File: src/rtl/credit_link.sv
// credit_link: serial frame link with credit flow control and a receive FIFO.
// Optional header parity is enabled by defining CREDIT_LINK_PARITY_EN.
module credit_link #(
    parameter int PAYLOAD_W = 24,
    parameter int DEPTH = 4,
    localparam int CW = $clog2(DEPTH) + 1,
    localparam int FRAME_W = PAYLOAD_W + 8,
    localparam int FCW = $clog2(FRAME_W)
) (
    input  logic                 clk,
    input  logic                 res,
    input  logic                 cable_connected,
    input  logic                 data_in,
    output logic                 data_out,
    input  logic [PAYLOAD_W-1:0] tx_data,
    input  logic                 tx_valid,
    output logic                 tx_ready,
    output logic [PAYLOAD_W-1:0] rx_data,
    output logic                 rx_valid,
    input  logic                 rx_ready,
    output logic                 link_up,
    output logic [CW-1:0]        remote_credit,
    output logic                 rx_overflow,
    output logic                 parity_err
);
    typedef enum logic {DOWN, UP} state_t;
    state_t state, state_nx;
    logic [FRAME_W-1:0] tx_sh, rx_sh;
    logic [FCW-1:0] cnt;
    logic [CW-1:0] rc, cp, wp, rp, rc_nx;
    logic [CW:0] rc_sum;
    logic [PAYLOAD_W-1:0] mem [DEPTH];
    logic [PAYLOAD_W-1:0] rx_pl, tx_pl;
    logic [7:0] hdr_type;
    logic prev_data, dec_v, frame_end, load, send_data, pop, push, full;
    logic dec, dec_idle, dec_data, par_bad, tx_par;

    always_comb begin
        state_nx = cable_connected ? UP : DOWN;
        frame_end = state == UP && cable_connected && cnt == FCW'(FRAME_W - 1);
        load = (state == DOWN && cable_connected) || frame_end;
        send_data = frame_end && tx_valid && rc != '0 && !(prev_data && cp != '0);
        tx_pl = send_data ? tx_data : PAYLOAD_W'(cp);
        rx_pl = rx_sh[FRAME_W-1:8];
`ifdef CREDIT_LINK_PARITY_EN
        tx_par = ^tx_pl;
        hdr_type = {1'b0, rx_sh[6:0]};
        par_bad = ^rx_sh[FRAME_W-1:7];
`else
        tx_par = 1'b0;
        hdr_type = rx_sh[7:0];
        par_bad = 1'b0;
`endif
        dec = dec_v && state == UP && cable_connected;
        dec_idle = dec && !par_bad && hdr_type == 8'h00;
        dec_data = dec && !par_bad && hdr_type == 8'h01;
        rx_valid = wp != rp;
        pop = rx_valid && rx_ready;
        full = (wp - rp) == CW'(DEPTH);
        push = dec_data && (!full || pop);
        // Returned credit saturates before this cycle's DATA load consumes one
        rc_sum = {1'b0, rc} + (dec_idle ? {1'b0, rx_pl[CW-1:0]} : '0);
        rc_nx = (rc_sum > (CW+1)'(DEPTH) ? CW'(DEPTH) : rc_sum[CW-1:0]) - CW'(send_data);
        rx_data = rx_valid ? mem[rp[CW-2:0]] : '0;
        tx_ready = send_data;
        link_up = state == UP;
        data_out = state == UP && tx_sh[FRAME_W-1];
        remote_credit = rc;
    end

    always_ff @(posedge clk) begin
        state <= res ? DOWN : state_nx;
    end

    always_ff @(posedge clk) begin
        if (res || !cable_connected) begin
            tx_sh <= '0;
            rx_sh <= '0;
            cnt <= '0;
            rc <= CW'(DEPTH);
            cp <= '0;
            wp <= '0;
            rp <= '0;
            prev_data <= 1'b0;
            dec_v <= 1'b0;
        end else begin
            tx_sh <= load ? {tx_pl, tx_par, 6'b0, send_data} : tx_sh << 1;
            rx_sh <= state == UP ? {rx_sh[FRAME_W-2:0], data_in} : '0;
            cnt <= (state == UP && !frame_end) ? cnt + 1'b1 : '0;
            rc <= rc_nx;
            cp <= ((load && !send_data) ? '0 : cp) + CW'(pop);
            wp <= wp + CW'(push);
            rp <= rp + CW'(pop);
            prev_data <= load ? send_data : prev_data;
            dec_v <= frame_end;
        end
    end

    always_ff @(posedge clk) begin
        if (push) mem[wp[CW-2:0]] <= rx_pl;
    end

    always_ff @(posedge clk) begin
        if (res) rx_overflow <= 1'b0;
        else if (dec_data && full && !pop) rx_overflow <= 1'b1;
    end

`ifdef CREDIT_LINK_PARITY_EN
    logic perr;
    always_ff @(posedge clk) begin
        if (res) perr <= 1'b0;
        else if (dec && par_bad) perr <= 1'b1;
    end
    assign parity_err = perr;
`else
    assign parity_err = 1'b0;
`endif
endmodule

File: config.mk
export PLATFORM = sky130hd
export DESIGN_NAME = credit_link
export DESIGN_NICKNAME = d
export VERILOG_FILES = /design/src/rtl/credit_link.sv
export SDC_FILE = /design/constraint.sdc
export NUM_CORES = 1
export LEC_CHECK = 0
export ABC_CLOCK_PERIOD_IN_PS = 4200
export CAP_MARGIN = 25
export CORE_ASPECT_RATIO = 2
export CORE_MARGIN = 2
export CORE_UTILIZATION = 50
export DETAILED_ROUTE_END_ITERATION = 8
export GPL_TIMING_DRIVEN = 1
export PLACE_DENSITY = 0.73
export SYNTH_ARGS = -nofsm -noshare
export SYNTH_HDL_FRONTEND = slang
export SYNTH_SLANG_ARGS = --single-unit
File: constraint.sdc
create_clock -name clk -period 4.2 [get_ports clk]
set_clock_uncertainty 0.1 [all_clocks]
set_input_delay 0.84 -clock clk [delete_from_list [all_inputs] [get_ports clk]]
set_output_delay 0.84 -clock clk [all_outputs]
set_load 0.005 [all_outputs]
==> impl_metrics.toml, run 1 <==
[status]
status = "completed"

[clock_tree]
cts_root_buf = "clkbuf_16"
clock_latency_ns = 0.41
hold_buffers = 0
htreeDepth = 4
cts_made_buffers = 17
cts_setup_buffers = 0
cts_resized = 0
cts.sinks = 181
cts.clk_slew.worst_paths_ns = 0.06
clock_path_buffers = 2
cts_tree = "done"

[final_layout]
stdcell_count = 656
post-route-util_pct = 61.8
drive_above_1_share_pct = 14.3
nNetsFinal = 537
area_growth_pct = 21.2
diodes = 0
fill_cells = 938

[detailed_routing]
routedWlPerCell_um = 17.1
drt_pre_antenna_iters = 4
ant_nets = 0
drc = 0
viasPerCell = 5.39
num_vias = 3536
dr.first_iter.drc_count = 116
wl_um = 11200

[sta]
setup_violations = 0
max_slew_margin_pct = 34.9
fin_tns_setup_ns = 0
hold_violations = 0
clock.fmax_ghz = 0.284
maxSlewViolCount = 0
fin_hold_ws_ns = 0.351
period_share_pct = 83.8
worst_pin_slew_ns = 0.976
finalCriticalPeriod_ns = 3.52
rsz0062_at_grt = "false"
fin_ws_ns = 0.682

[flow_run]
max_cap_viol_count = 0

[global_routing]
overflow = 0
antenna_found_initial = 0
first_global_vias = 3656
grt_max_degree = 34
grt_use_total_pct = 16.7
grt_pass1_wl_um = 18300

[logic_synthesis]
yosysSeqAreaShare_pct = 69.5
synth_area_leaders = "edfxtp_1, dfxtp_1, mux4_2, and2_1, ha_1"
synth_top_area_share_pct = 43.7
avgSynthCellArea_um2 = 15.6
synth_edf_count = 96
synth.distinct_cells = 41
synth_ff_type = "edfxtp_1"
netlist_instances = 423
synth_most_common_cell = "edfxtp_1"
synthesis.nets = 469
ys_ff_latch = 181
yosys_warnings = 0
synth_area_leader_cell = "edfxtp_1"
synth_commonest_cells = "edfxtp_1, dfxtp_1, and2_1, nor2b_1, mux4_2"
synthArstFlopShare_pct = 0
netlist_area_um2 = 6600

[worst_setup_path]
cp_data_required_time_ns = 3.26
crit_path_end_kind = "output port"
cp-start-kind = "input port"
crit_type = "in -> out"
arrival_ns = 2.58
critPathMaxFanout = 11
worst-r2r-setup-slack_ns = 0.91

[power]
power_frac_comb_pct = 1.3
pwr_density_cell_nw_per_um2 = 436
power.leakage_nw = 2.66
switching_share_pct = 19.1
p_switching_mw = 0.667
pwr-share-seq_pct = 52.9
ir_drop_mv = 0.350
p_int_mw = 2.82
power.share.clock_pct = 45.8

[floorplan]
fp.dieH_um = 166
rows = 59
die_w_um = 85.2
coreArea_um2 = 12900
dieArea_um2 = 14200
ios = 63
start_util_pct = 51.1

[min_path]
hp-class = "reg -> reg"

[place]
portBuffers = 61
pre_cts_ws_ns = 0.264
place_hpwl_um = 7360
place_congestion = 0.801
post-place-cells = 624
## per-stage QoR
| stage | area [um2] | power, mW |
|---|---|---|
| after floorplan | 6600 | 1.90 |
| after global placement | 7380 | 1.93 |
| after detailed placement | 7380 | 1.93 |
| after CTS | 7990 | 3.52 |
| after global routing | 7990 | 3.58 |
| final | 7990 | 3.49 |
## layout make-up
type	instances	area (um2)	share of cell area [%]
repair buffers	71	686	8.58
flip-flops and latches	181	4580	57.4
multi-input cells	211	1890	23.6
well taps	152	190	2.38
clock buffers	19	433	5.42
clock inverters	13	174	2.18
inverters	9	33.8	0.423
## final timing paths
| kind | startpoint | end | depth (start not counted) |
|---|---|---|---|
| max | cable_connected | tx_ready | 5 |
| min | tx_sh[4] | tx_sh[5] | 1 |
| max reg2reg | rx_sh[4] | remote_credit[2] | 15 |
| min reg2reg | tx_sh[4] | tx_sh[5] | 1 |
## layout by cell type (no fill, tap or decap), types with 3 or more instances in the layout
cell type	count
a21oi_1	4
a22o_1	20
a22oi_1	4
and2_1	37
and3_1	20
buf_4	10
bufinv_16	3
clkbuf_16	17
clkdlybuf4s50_1	61
clkinv_4	3
dfxtp_1	85
edfxtp_1	96
ha_1	15
inv_1	9
mux4_2	24
nand2_1	10
nor2_1	12
nor2b_1	30
or3_1	3
xnor2_1	4
## sequential cells by signal, indices dropped and copies added (netlist names), 3 cells and up
register       cells
cp                 3
tx_sh             32
rp                 3
remote_credit      3
cnt                5
mem               96
wp                 3
rx_sh             32
## power by group through the flow
stage               Combinational, mW  Clock [mW]  Sequential (mW)
global route                   0.0489        1.68             1.84
CTS                            0.0456        1.63             1.85
global placement               0.0454           0             1.88
floorplan                      0.0130           0             1.88
detailed placement             0.0456           0             1.88
finish                         0.0453        1.60             1.85
## logic make-up (layout without fill, tap and decap cells)
logic type	count (synthesis)	count (layout)	share of synthesized area [%]
flops	181	181	69.5
xor+xnor	5	5	0.664
mux	25	25	8.35
fa+ha+maj	16	16	3.15
simple gates	127	127	11.5
compound gates	37	37	4.57
buf+inv	31	112	2.22
other cells	1	1	0.0569
## critical path, cell delays in order
cell             delay (ns)
clkdlybuf4s50_1        0.48
buf_4                  0.16
and4_1                 0.21
and3_1                 0.32
clkdlybuf4s50_1        0.56
## routing by layer
| layer | vias up | track usage, % | share of wire, % |
|---|---|---|---|
| met5 | - | 0 | 0 |
| met4 | 0 | 7.11 | 2.2 |
| met2 | 84 | 31.0 | 56 |
| li1 | 1694 | - | - |
| met1 | 1743 | 17.9 | 38 |
| met3 | 15 | 3.27 | 3.4 |
Power figures use the tool's default switching activity.
==> run 2: changes to the inputs <==
--- a/config.mk
+++ b/config.mk
@@ -5,7 +5,7 @@
 export SDC_FILE = /design/constraint.sdc
 export NUM_CORES = 1
 export LEC_CHECK = 0
-export ABC_CLOCK_PERIOD_IN_PS = 4200
+export ABC_CLOCK_PERIOD_IN_PS = 3200
 export CAP_MARGIN = 25
 export CORE_ASPECT_RATIO = 2
 export CORE_MARGIN = 2
==> constraint.sdc (replaced) <==
create_clock -name clk -period 3.2 [get_ports clk]
set_clock_uncertainty 0.1 [all_clocks]
set_input_delay 0.64 -clock clk [delete_from_list [all_inputs] [get_ports clk]]
set_output_delay 0.64 -clock clk [all_outputs]
set_load 0.005 [all_outputs]
==> run 2 against run 1 <==
  * Non-clock buffer count increased by 15
  * Utilization rose by 2.3 points
  * Register-to-register slack got worse by 0.82 ns
  * Die area stayed put
  * Largest cell class unchanged
  * Highest routed layer unchanged
==> impl_metrics.toml, run 2 (synthesis gave the netlist of run 1 again) <==
[detailed_routing]
num_vias = 3615
drc = 0
routedWlPerCell_um = 17.3
ant_nets = 0
wl_um = 11600
viasPerCell = 5.39
dr.first_iter.drc_count = 160
drt_pre_antenna_iters = 4

[final_layout]
drive_above_1_share_pct = 19.8
largest_register_ffs = 96
final_common_cell = "edfxtp_1"
final_cell_mix = "edfxtp_1, dfxtp_1, clkdlybuf4s50_1"
post-route-util_pct = 64.1
fin_area_um2 = 8290
diodes = 0
area_growth_pct = 25.6
stdcell_count = 671
nNetsFinal = 552

[clock_tree]
cts_tree = "done"
clock_latency_ns = 0.41
cts_made_buffers = 17
cts.clk_slew.worst_paths_ns = 0.07
clock_path_buffers = 2
cts_root_buf = "clkbuf_16"
cts.sinks = 181
hold_buffers = 0
htreeDepth = 4

[sta]
fin_ws_ns = 0.0892
hold_violations = 0
clock.fmax_ghz = 0.321
setup_violations = 0
max_slew_margin_pct = 56.0
period_share_pct = 97.2
maxSlewViolCount = 0
fin_tns_setup_ns = 0
fin_hold_ws_ns = 0.350
worst_pin_slew_ns = 0.658
rsz0062_at_grt = "true"
finalCriticalPeriod_ns = 3.11

[floorplan]
ios = 63
fp.dieH_um = 166
rows = 59
dieArea_um2 = 14200
start_util_pct = 51.1
die_w_um = 85.2
coreArea_um2 = 12900

[worst_setup_path]
slowest_delay_ns = 0.38
critPathMaxFanout = 3
cpMaxStageDelayCell = "fa_2"
cp_common_cell = "buf_4"
arrival_ns = 3.36
cp-start-kind = "flop"
crit_path_end_kind = "flop"
cp_data_required_time_ns = 3.45
critical-path-top-delay-family = "simple AND/OR/NAND/NOR gates"
path_buf_inv = 7
crit_type = "reg -> reg"
crit_chain = "nor4b_4 > and3_4 > and3b_1 > and2_4 > ha_4 > inv_2 > fa_2 > mux2i_2 > nor2_2 > buf_4 > buf_4 > buf_4 > buf_4 > buf_4 > buf_4 > a21boi_2"

[power]
p_total_mw = 4.58
ir_drop_mv = 0.427
power.leakage_nw = 2.76
pwr_density_cell_nw_per_um2 = 553

[place]
portBuffers = 61
post-place-cells = 632
pre_cts_ws_ns = -0.530
place_hpwl_um = 7420
place_congestion = 0.864
dpl_cell_area_um2 = 7550

[global_routing]
first_global_vias = 3916
overflow = 0
grt_max_degree = 34
grt_pass1_wl_um = 19300
antenna_found_initial = 0
grt_use_total_pct = 17.7

[status]
status = "completed"

[min_path]
hp-class = "reg -> reg"

[flow_run]
max_cap_viol_count = 0
[run 2: cell types whose count changed in the layout (fill, tap and decap cells not counted), moves of 3 or more]
cell | previous run | this run
buf_12 | 0 | 6
dfxtp_1 | 85 | 82
ha_1 | 15 | 12
nor4b_4 | 0 | 3
dfxtp_2 | 0 | 3
buf_4 | 10 | 19
[run 2: repair_timing]
item	CTS	global route
pin swaps	1	7
resized for setup	6	14
setup endpoints to repair	3	4
buffers inserted	7	0
endpoints found under the hold margin	0	0
[run 2: report_power, final]
part	total (mW)	internal, mW	switching (mW)
combinational	0.0653	0.0385	0.0268
clock	2.09	1.24	0.848
sequential	2.42	2.42	0.00144
[run 2: layout make-up]
type / count / area (um2)
fillers: 916 / 4630
inverters: 9 / 33.8
flip-flops and latches: 181 / 4590
well taps: 152 / 190
clock inverters: 13 / 173
clock buffers: 19 / 433
repair buffers: 86 / 876
multi-input cells: 211 / 1990
[run 2: worst paths after layout]
kind	slack, ns	end	start	cells after the start
max	0.09	remote_credit[2]	rx_sh[7]	16
min	0.35	tx_sh[23]	tx_sh[22]	1
max reg2reg	0.09	remote_credit[2]	rx_sh[7]	16
min reg2reg	0.35	tx_sh[23]	tx_sh[22]	1
[run 2: worst register-to-register path, delay by kind of cell, from the launching register on]
family	cells	cell delay (ns)
buffers and inverters	7	0.78
DFF	1	0.33
muxes	1	0.27
and+or+nand+nor	5	0.95
adders and majority gates	2	0.51
AOI/OAI and AO/OA	1	0.10
[run 2: metal layers]
metal  GRT usage, %  part of all wire (%)  wire [um]  vias up
met4           8.49                   2.5        288        0
met3           4.36                   3.2        368       17
met2           32.4                    57       6550       89
li1               -                     -          -     1729
met1           18.3                    38       4370     1780
met5              0                     0          0        -
